### config.mk
export PLATFORM = sky130hd
export DESIGN_NAME = fft_frame_ctrl
export DESIGN_NICKNAME = d
export VERILOG_FILES = /design/src/rtl/fft_frame_ctrl.sv
export SDC_FILE = /design/constraint.sdc
export NUM_CORES = 1
export LEC_CHECK = 0
export ABC_AREA = 0
export CAP_MARGIN = 10
export CORE_AREA = 2 2 510 512
export CTS_CLUSTER_SIZE = 40
export DETAILED_ROUTE_END_ITERATION = 6
export DIE_AREA = 0 0 512 514
export GPL_TIMING_DRIVEN = 0
export HOLD_SLACK_MARGIN = 0.12
export PLACE_DENSITY = 0.34
export SLEW_MARGIN = 10
export SYNTH_ARGS = -nofsm -noshare
export SYNTH_HDL_FRONTEND = slang
export SYNTH_SLANG_ARGS = --single-unit
### constraint.sdc
create_clock -name clk -period 5.1 [get_ports clk]
set_clock_uncertainty 0.2 [all_clocks]
set_input_delay 1.275 -clock clk [delete_from_list [all_inputs] [get_ports clk]]
set_output_delay 1.275 -clock clk [all_outputs]
set_load 0.05 [all_outputs]
### src/rtl/fft_frame_ctrl.sv
// Frame controller for the 16-point FFT chain: collects samples into frames, holds
// them on frame_x for SETTLE_CYC cycles, then captures and presents the result.
// Define FFT_FRAME_CTRL_BITREV_EN to restore natural bin order at capture.
module fft_frame_ctrl #(
    parameter int unsigned SETTLE_CYC = 2
) (
    input  logic         clk,
    input  logic         rst_n,
    input  logic         fir_valid,
    input  logic [15:0]  fir_d,
    input  logic         fir_last,
    output logic         fir_ready,
    output logic [255:0] frame_x,
    input  logic [511:0] fft_y,
    output logic         fft_valid,
    input  logic         fft_ready,
    output logic [511:0] fft_d,
    output logic         busy,
    output logic         done
);
    typedef enum logic {IDLE, SETTLE} state_e;

    state_e       state_q;
    logic [3:0]   col_cnt_q;
    logic [3:0]   settle_cnt_q;
    logic         col_full_q;
    logic         col_last_q;
    logic         eng_last_q;
    logic         out_last_q;
    logic         fft_valid_q;
    logic         done_q;
    logic [255:0] frame_x_q;
    logic [511:0] fft_d_q;
    logic [15:0]  samp_q [16];

    logic         sample_acc;
    logic         out_acc;
    logic         out_free;
    logic [511:0] cap_y;

    assign sample_acc = fir_valid && !col_full_q;
    assign out_acc    = fft_valid_q && fft_ready;
    assign out_free   = !fft_valid_q || fft_ready;

`ifdef FFT_FRAME_CTRL_BITREV_EN
    function automatic logic [3:0] bitrev4(input logic [3:0] v);
        return {v[0], v[1], v[2], v[3]};
    endfunction

    always_comb begin
        cap_y = '0;
        for (int k = 0; k < 16; k++) begin
            cap_y[32*k +: 32] = fft_y[32*bitrev4(4'(k)) +: 32];
        end
    end
`else
    assign cap_y = fft_y;
`endif

    // NOTE: the sample buffer is deliberately not reset; zero-fill on fir_last
    // guarantees every slot is written before a frame is transferred.
    always_ff @(posedge clk) begin
        if (sample_acc) begin
            for (int i = 0; i < 16; i++) begin
                if (4'(i) == col_cnt_q) begin
                    samp_q[i] <= fir_d;
                end else if (fir_last && (4'(i) > col_cnt_q)) begin
                    samp_q[i] <= '0;
                end
            end
        end
    end

    always_ff @(posedge clk or negedge rst_n) begin
        if (!rst_n) begin
            state_q      <= IDLE;
            col_cnt_q    <= '0;
            settle_cnt_q <= '0;
            col_full_q   <= 1'b0;
            col_last_q   <= 1'b0;
            eng_last_q   <= 1'b0;
            out_last_q   <= 1'b0;
            fft_valid_q  <= 1'b0;
            done_q       <= 1'b0;
            frame_x_q    <= '0;
            fft_d_q      <= '0;
        end else begin
            // Accept and engine transfer never coincide: one needs col_full low, the other high.
            if (sample_acc) begin
                if (fir_last || (col_cnt_q == 4'd15)) begin
                    col_full_q <= 1'b1;
                    col_cnt_q  <= '0;
                    col_last_q <= fir_last;
                end else begin
                    col_cnt_q <= col_cnt_q + 4'd1;
                end
            end

            case (state_q)
                IDLE: begin
                    if (col_full_q) begin
                        for (int i = 0; i < 16; i++) begin
                            frame_x_q[16*i +: 16] <= samp_q[i];
                        end
                        col_full_q   <= 1'b0;
                        eng_last_q   <= col_last_q;
                        settle_cnt_q <= 4'(SETTLE_CYC - 1);
                        state_q      <= SETTLE;
                    end
                end
                SETTLE: begin
                    if (settle_cnt_q != 4'd0) begin
                        settle_cnt_q <= settle_cnt_q - 4'd1;
                    end else if (out_free) begin
                        fft_d_q    <= cap_y;
                        out_last_q <= eng_last_q;
                        state_q    <= IDLE;
                    end
                end
                default: state_q <= IDLE;
            endcase

            // A capture in the accept cycle keeps valid high with the new frame.
            if ((state_q == SETTLE) && (settle_cnt_q == 4'd0) && out_free) begin
                fft_valid_q <= 1'b1;
            end else if (out_acc) begin
                fft_valid_q <= 1'b0;
            end

            done_q <= out_acc && out_last_q;
        end
    end

    assign fir_ready = !col_full_q;
    assign frame_x   = frame_x_q;
    assign fft_valid = fft_valid_q;
    assign fft_d     = fft_d_q;
    assign busy      = (state_q == SETTLE);
    assign done      = done_q;

endmodule

==> results of run 1 <==
-- what timing repair did --
item                                   CTS  global route
endpoints found under the hold margin   45             0
buffers inserted                         0             0
setup endpoints to repair                0             0
hold buffers                             1             0
-- area by class of cell --
| cell class | count | area, sq um | share of cell area [%] |
|---|---|---|---|
| Tap cell | 3402 | 4260 | 6.91 |
| Timing Repair Buffer | 1328 | 13400 | 21.8 |
| Antenna cell | 21 | 52.6 | 0.0853 |
| Multi-Input combinational cell | 1131 | 11100 | 18.1 |
| Sequential cell | 1039 | 27100 | 44.0 |
| Buffer | 135 | 982 | 1.59 |
| Clock buffer | 224 | 4100 | 6.65 |
| Clock inverter | 26 | 494 | 0.802 |
| Inverter | 8 | 30.0 | 0.0487 |
-- state kept, by name, indices dropped and copies added, names as in the netlist, 4 cells and up --
name	flops
col_cnt_q	4
fft_d	512
frame_x	256
samp_q	256
settle_cnt_q	4
-- where the power goes --
group / internal, W / switching, W / total [W] / leakage, nW
Combinational: 0.00936 / 0.0174 / 0.0268 / 9.74
Sequential: 0.0121 / 0.00214 / 0.0143 / 11.6
Clock: 0.00572 / 0.00418 / 0.00990 / 2.21
-- cell usage after synthesis (all sizes together) --
master	instances
o211ai	1
dfxtp	16
clkbuf	39
inv	8
mux2	787
and2	176
buf	96
a31oi	3
and4bb	1
o21ai	21
a21oi	5
dfrtp	783
and3	2
nand4bb	1
a21o	2
nor3	8
a2111oi	1
a21boi	32
or2	1
a311oi	1
nor2b	36
o22ai	1
nand3	6
ha	5
nand4b	1
or4	2
and3b	1
o21a	1
nand3b	3
a22oi	1
edfxtp	240
nand2	18
a31o	1
nand2b	3
nor2	10
-- per-stage QoR --
step,setup slack (ns),util [%],std cells,total power [W]
finish,1.17,23.9,7314,0.0510
global route,1.07,23.9,7297,0.0532
CTS,0.998,23.9,7293,0.0520
detailed placement,0.739,22.1,7042,0.0417
global placement,-40.35,21.9,7019,0.0416
floorplan,0.186,-,2313,0.0302
-- layer usage --
metal / GRT usage, % / vias to the layer above / part of all wire [%]
met2: 26.0 / 1110 / 49
met3: 5.88 / 286 / 8.7
li1: - / 11200 / -
met4: 3.07 / 24 / 1.9
met5: 0 / - / 0.071
met1: 18.5 / 13300 / 41
-- cell families after synthesis --
kind of cell	count (synthesis)	synth area share, %
flip-flops	1039	69.2
multiplexers	787	22.6
AO/OA/AOI/OAI	70	1.17
buffers and inverters	143	2.56
adder cells (fa/ha/maj)	5	0.160
AND/OR/NAND/NOR	269	4.27
-- worst max-delay path by stage --
stage	slack (ns)	endpoint	cells after the start
6_report	1.17	frame_x[122]	1
5_1_grt	1.07	frame_x[122]	1
4_1_cts	1.0	frame_x[122]	1
3_5_place_dp	0.74	samp_q[2][12]	5
3_3_place_gp	-40.35	fft_d[278]	1
2_1_floorplan	0.19	samp_q[5][0]	3
==> results.sh, run 1 <==
export IMPL_status="completed"
export IMPL_period_share_pct=77.1
export IMPL_ant_nets=0
export IMPL_portBuffers=1304
export IMPL_period_needed_ns=3.93
export IMPL_synth_cell_types=42
export IMPL_fin_tns_setup_ns=0
export IMPL_clock_fmax_ghz=0.254
export IMPL_hold_viol_final=0
export IMPL_final_common_cell="clkdlybuf4s50_1"
export IMPL_yosysTopAreaCellShare_pct=50.0
export IMPL_cts_path_max_buffers=3
export IMPL_yosysWarnings=0
export IMPL_dp_hpwl_um=167000
export IMPL_peakVddDrop_v=0.000413
export IMPL_htree_levels=4
export IMPL_r2r_cells=5
export IMPL_max_slew_margin_rel_pct=18.3
export IMPL_crit_required_ns=3.62
export IMPL_rrSetupSlack_ns=1.93
export IMPL_ys_ff_latch=1039
export IMPL_final_cell_mix="1303 x clkdlybuf4s50_1, 783 x dfrtp_1, 745 x mux2_2, 240 x edfxtp_1, 166 x and2_1"
export IMPL_p_per_area_nw_per_um2=827
export IMPL_fillerInstances=26900
export IMPL_path_max_fanout=2
export IMPL_hold_path_class="reg -> reg"
export IMPL_crit_type="reg -> out"
export IMPL_drt_first_pass_iters=5
export IMPL_cp_slowest_stage_delay_ns=1.27
export IMPL_die_x_um=512
export IMPL_setup_viol=0
export IMPL_synth_largest_area_cell="dfrtp_1"
export IMPL_fin_nets=4319
export IMPL_pin_count=1305
export IMPL_grt_use_total_pct=15.4
export IMPL_slew_violations=0
export IMPL_place_area_sq_um=57000
export IMPL_cp_top_family="buffers and inverters"
export IMPL_die_area_sq_um=263000
export IMPL_leakage_nw=23.5
export IMPL_grt_pass1_vias=27400
export IMPL_worstReg2RegEnd="samp_q[2][9]"
export IMPL_die_h_um=514
export IMPL_design_area_sq_um=61600
export IMPL_clkSinkCount=1039
export IMPL_maxCapViolations=0
export IMPL_reg2reg_from="col_cnt_q[0]"
export IMPL_wl_per_cell_um=28.4
export IMPL_gp_congestion=0.814
export IMPL_hold_depth=1
export IMPL_whs_ns=0.255
export IMPL_avgSynthCellArea_sq_um=16.9
export IMPL_cp_startpoint="frame_x[122]"
export IMPL_path_clk_slew_ns=0.06
export IMPL_coreArea_sq_um=258000
export IMPL_drc_errors=0
export IMPL_wl_um=207000
export IMPL_clkLatencyLatePin_ns=0.80
export IMPL_critPathCaptureType="output pin"
export IMPL_drtIter0Drc=1153
export IMPL_start_util_pct=15.2
export IMPL_syn2layout_area_growth_pct=57.3
export IMPL_vias=25900
export IMPL_synthCells=2313
export IMPL_cts_tree="yes"
export IMPL_grt_max_degree=126
export IMPL_hp_start="samp_q[14][4]"
export IMPL_synth_seq_area_share_pct=69.2
export IMPL_numCtsBuffers=138
export IMPL_slowest_stage="clkdlybuf4s50_1"
export IMPL_grt_pass1_wl_um=272000
export IMPL_overflow=0
export IMPL_antenna_found_initial=114
export IMPL_rsz0062_at_grt="false"
export IMPL_start_kind="register"
export IMPL_cp_cell_sequence="clkdlybuf4s50_1"
export IMPL_synthesis_area_sq_um=39200
export IMPL_num_rows=187
export IMPL_viasPerCell=3.54
export IMPL_drive_above_1_share_pct=28.0
export IMPL_arrival_ns=2.46
export IMPL_synth_net_count=2851
export IMPL_synth_area_leaders="dfrtp_1 50%, mux2_2 21%, edfxtp_1 18%, and2_1 2.7%, buf_6 1.5%"
export IMPL_cts_resized=0
export IMPL_worst_pin_slew_ns=1.23
export IMPL_hold_end="frame_x[228]"
export IMPL_crit_buf_inv=1
export IMPL_cts_root_buf="clkbuf_16"
Power figures use the tool's default switching activity.
==> run 2, diff against run 1 <==
--- a/config.mk
+++ b/config.mk
@@ -13,7 +13,7 @@
 export DIE_AREA = 0 0 512 514
 export GPL_TIMING_DRIVEN = 0
 export HOLD_SLACK_MARGIN = 0.12
-export PLACE_DENSITY = 0.34
+export PLACE_DENSITY = 0.35
 export SLEW_MARGIN = 10
 export SYNTH_ARGS = -nofsm -noshare
 export SYNTH_HDL_FRONTEND = slang
==> constraint.sdc (replaced) <==
create_clock -name clk -period 3.2 [get_ports clk]
set_clock_uncertainty 0.2 [all_clocks]
set_input_delay 0.8 -clock clk [delete_from_list [all_inputs] [get_ports clk]]
set_output_delay 0.8 -clock clk [all_outputs]
set_load 0.05 [all_outputs]
==> run 2 against run 1 <==
Net effect: worst hold slack gained 0.0095 ns; first-iteration DRC count grew 9.8%; global-route usage is essentially flat; die area is the same.
==> results.sh, run 2 (synthesized netlist as in run 1, its figures left out) <==
export IMPL_cp_slowest_stage_delay_ns=0.96
export IMPL_period_needed_ns=3.11
export IMPL_fillerInstances=27100
export IMPL_gp_congestion=0.837
export IMPL_cp_top_family="buffers and inverters"
export IMPL_crit_required_ns=2.20
export IMPL_final_cell_mix="1217 x clkdlybuf4s50_1, 783 x dfrtp_1, 745 x mux2_2, 240 x edfxtp_1, 166 x and2_1"
export IMPL_die_h_um=514
export IMPL_grt_pass1_vias=27400
export IMPL_leakage_nw=23.7
export IMPL_max_slew_margin_rel_pct=14.6
export IMPL_clock_fmax_ghz=0.322
export IMPL_hold_path_class="reg -> reg"
export IMPL_clkSinkCount=1039
export IMPL_drc_errors=0
export IMPL_drtIter0Drc=1266
export IMPL_coreArea_sq_um=258000
export IMPL_arrival_ns=2.11
export IMPL_dp_hpwl_um=167000
export IMPL_hp_start="samp_q[7][4]"
export IMPL_maxCapViolations=0
export IMPL_crit_buf_inv=1
export IMPL_wl_per_cell_um=28.4
export IMPL_path_max_fanout=2
export IMPL_worst_pin_slew_ns=1.28
export IMPL_rrSetupSlack_ns=0.15
export IMPL_grt_max_degree=128
export IMPL_die_x_um=512
export IMPL_viasPerCell=3.62
export IMPL_whs_ns=0.265
export IMPL_fin_cells=7320
export IMPL_htree_levels=4
export IMPL_syn2layout_area_growth_pct=56.9
export IMPL_pin_count=1305
export IMPL_grt_use_total_pct=15.4
export IMPL_vias=26500
export IMPL_slew_violations=0
export IMPL_cts_path_max_buffers=3
export IMPL_period_share_pct=97.1
export IMPL_critPathCaptureType="output pin"
export IMPL_largest_reg_flops=512
export IMPL_cp_cell_sequence="clkdlybuf4s50_1"
export IMPL_crit_type="reg -> out"
export IMPL_clkLatencyLatePin_ns=0.78
export IMPL_die_area_sq_um=263000
export IMPL_antenna_found_initial=142
export IMPL_drt_first_pass_iters=4
export IMPL_peakVddDrop_v=0.000619
export IMPL_drive_above_1_share_pct=28.4
export IMPL_numCtsBuffers=139
export IMPL_hold_viol_final=0
export IMPL_reg2reg_from="col_full_q"
export IMPL_ant_nets=0
export IMPL_portBuffers=1304
export IMPL_start_util_pct=15.2
export IMPL_register_area_sq_um=27100
export IMPL_rsz0062_at_grt="false"
export IMPL_num_rows=187
export IMPL_multi_input_area_sq_um=11200
export IMPL_numPlacedInstances=7041
export IMPL_final_common_cell="clkdlybuf4s50_1"
export IMPL_p_per_area_nw_per_um2=1310
export IMPL_grt_pass1_wl_um=272000
export IMPL_start_kind="register"
export IMPL_fin_nets=4318
export IMPL_cts_tree="yes"
export IMPL_cp_startpoint="fft_d[497]"
export IMPL_path_clk_slew_ns=0.06
export IMPL_status="completed"
export IMPL_slowest_stage="clkdlybuf4s50_1"
export IMPL_setup_viol=0
export IMPL_wl_um=208000
export IMPL_overflow=0
export IMPL_cts_root_buf="clkbuf_16"
## run 2: changes by cell type in the layout (fill, tap and decap cells not counted), moves of 6 or more
cell and change:
clkdlybuf4s50_1 -86, dlygate4sd2_1 +80, clkbuf_8 -9, clkinv_1 +6
clkinvlp_4 +6, clkbuf_1 -12, clkinv_2 +8
## run 2: final timing paths
check	cells past startpoint	endpoint
max in group asynchronous	5	fft_d[37]
worst max-delay path	1	fft_d[497]
worst max register to register	7	samp_q[12][0]
worst min-delay path	1	frame_x[116]
worst min register to register	1	frame_x[116]
min in group asynchronous	2	frame_x[3]
## run 2: final cells by class
class | instances | share of cell area, %
Antenna cell | 25 | 0.102
Buffer | 134 | 1.60
Clock buffer | 207 | 6.42
Clock inverter | 47 | 0.885
Inverter | 8 | 0.0489
Multi-Input combinational cell | 1131 | 18.2
Sequential cell | 1039 | 44.1
Tap cell | 3402 | 6.92
Timing Repair Buffer | 1327 | 21.7
## run 2: timing repair
action | in CTS | in global routing
setup endpoints to repair | 113 | 23
buffers inserted | 0 | 0
hold endpoints to repair | 67 | 0
hold buffers | 1 | 0
gates resized for setup | 95 | 3
## run 2: layer usage
layer  GRT usage, %  share of wire (%)  vias to the layer above
met5              0              0.094                        -
met4           3.20                2.1                       32
met3           5.57                8.5                      365
met2           26.1                 49                     1214
met1           18.5                 41                    13700
li1               -                  -                    11200
## run 2: where the power goes
group / internal (W) / total [W] / switching, W / leakage, nW
Combinational: 0.0146 / 0.0423 / 0.0277 / 9.90
Sequential: 0.0193 / 0.0228 / 0.00344 / 11.6
Clock: 0.00896 / 0.0156 / 0.00660 / 2.16
Total: 0.0428 / 0.0806 / 0.0378 / 23.7
## run 2: per-stage QoR
| stage | instance area (sq um) | setup slack, ns | setup TNS (ns) | util (%) | total power [W] |
|---|---|---|---|---|---|
| final | 61500 | 0.0929 | 0 | 23.8 | 0.0806 |
| after floorplan | 39200 | 0.146 | 0 | - | 0.0481 |
| after global placement | 56500 | -41.47 | - | 21.9 | 0.0662 |
| after global routing | 61400 | 0.00856 | 0 | 23.8 | 0.0840 |
| after detailed placement | 57000 | -0.670 | -69.58 | 22.1 | 0.0664 |
| after CTS | 61400 | 0.000312 | 0 | 23.8 | 0.0822 |
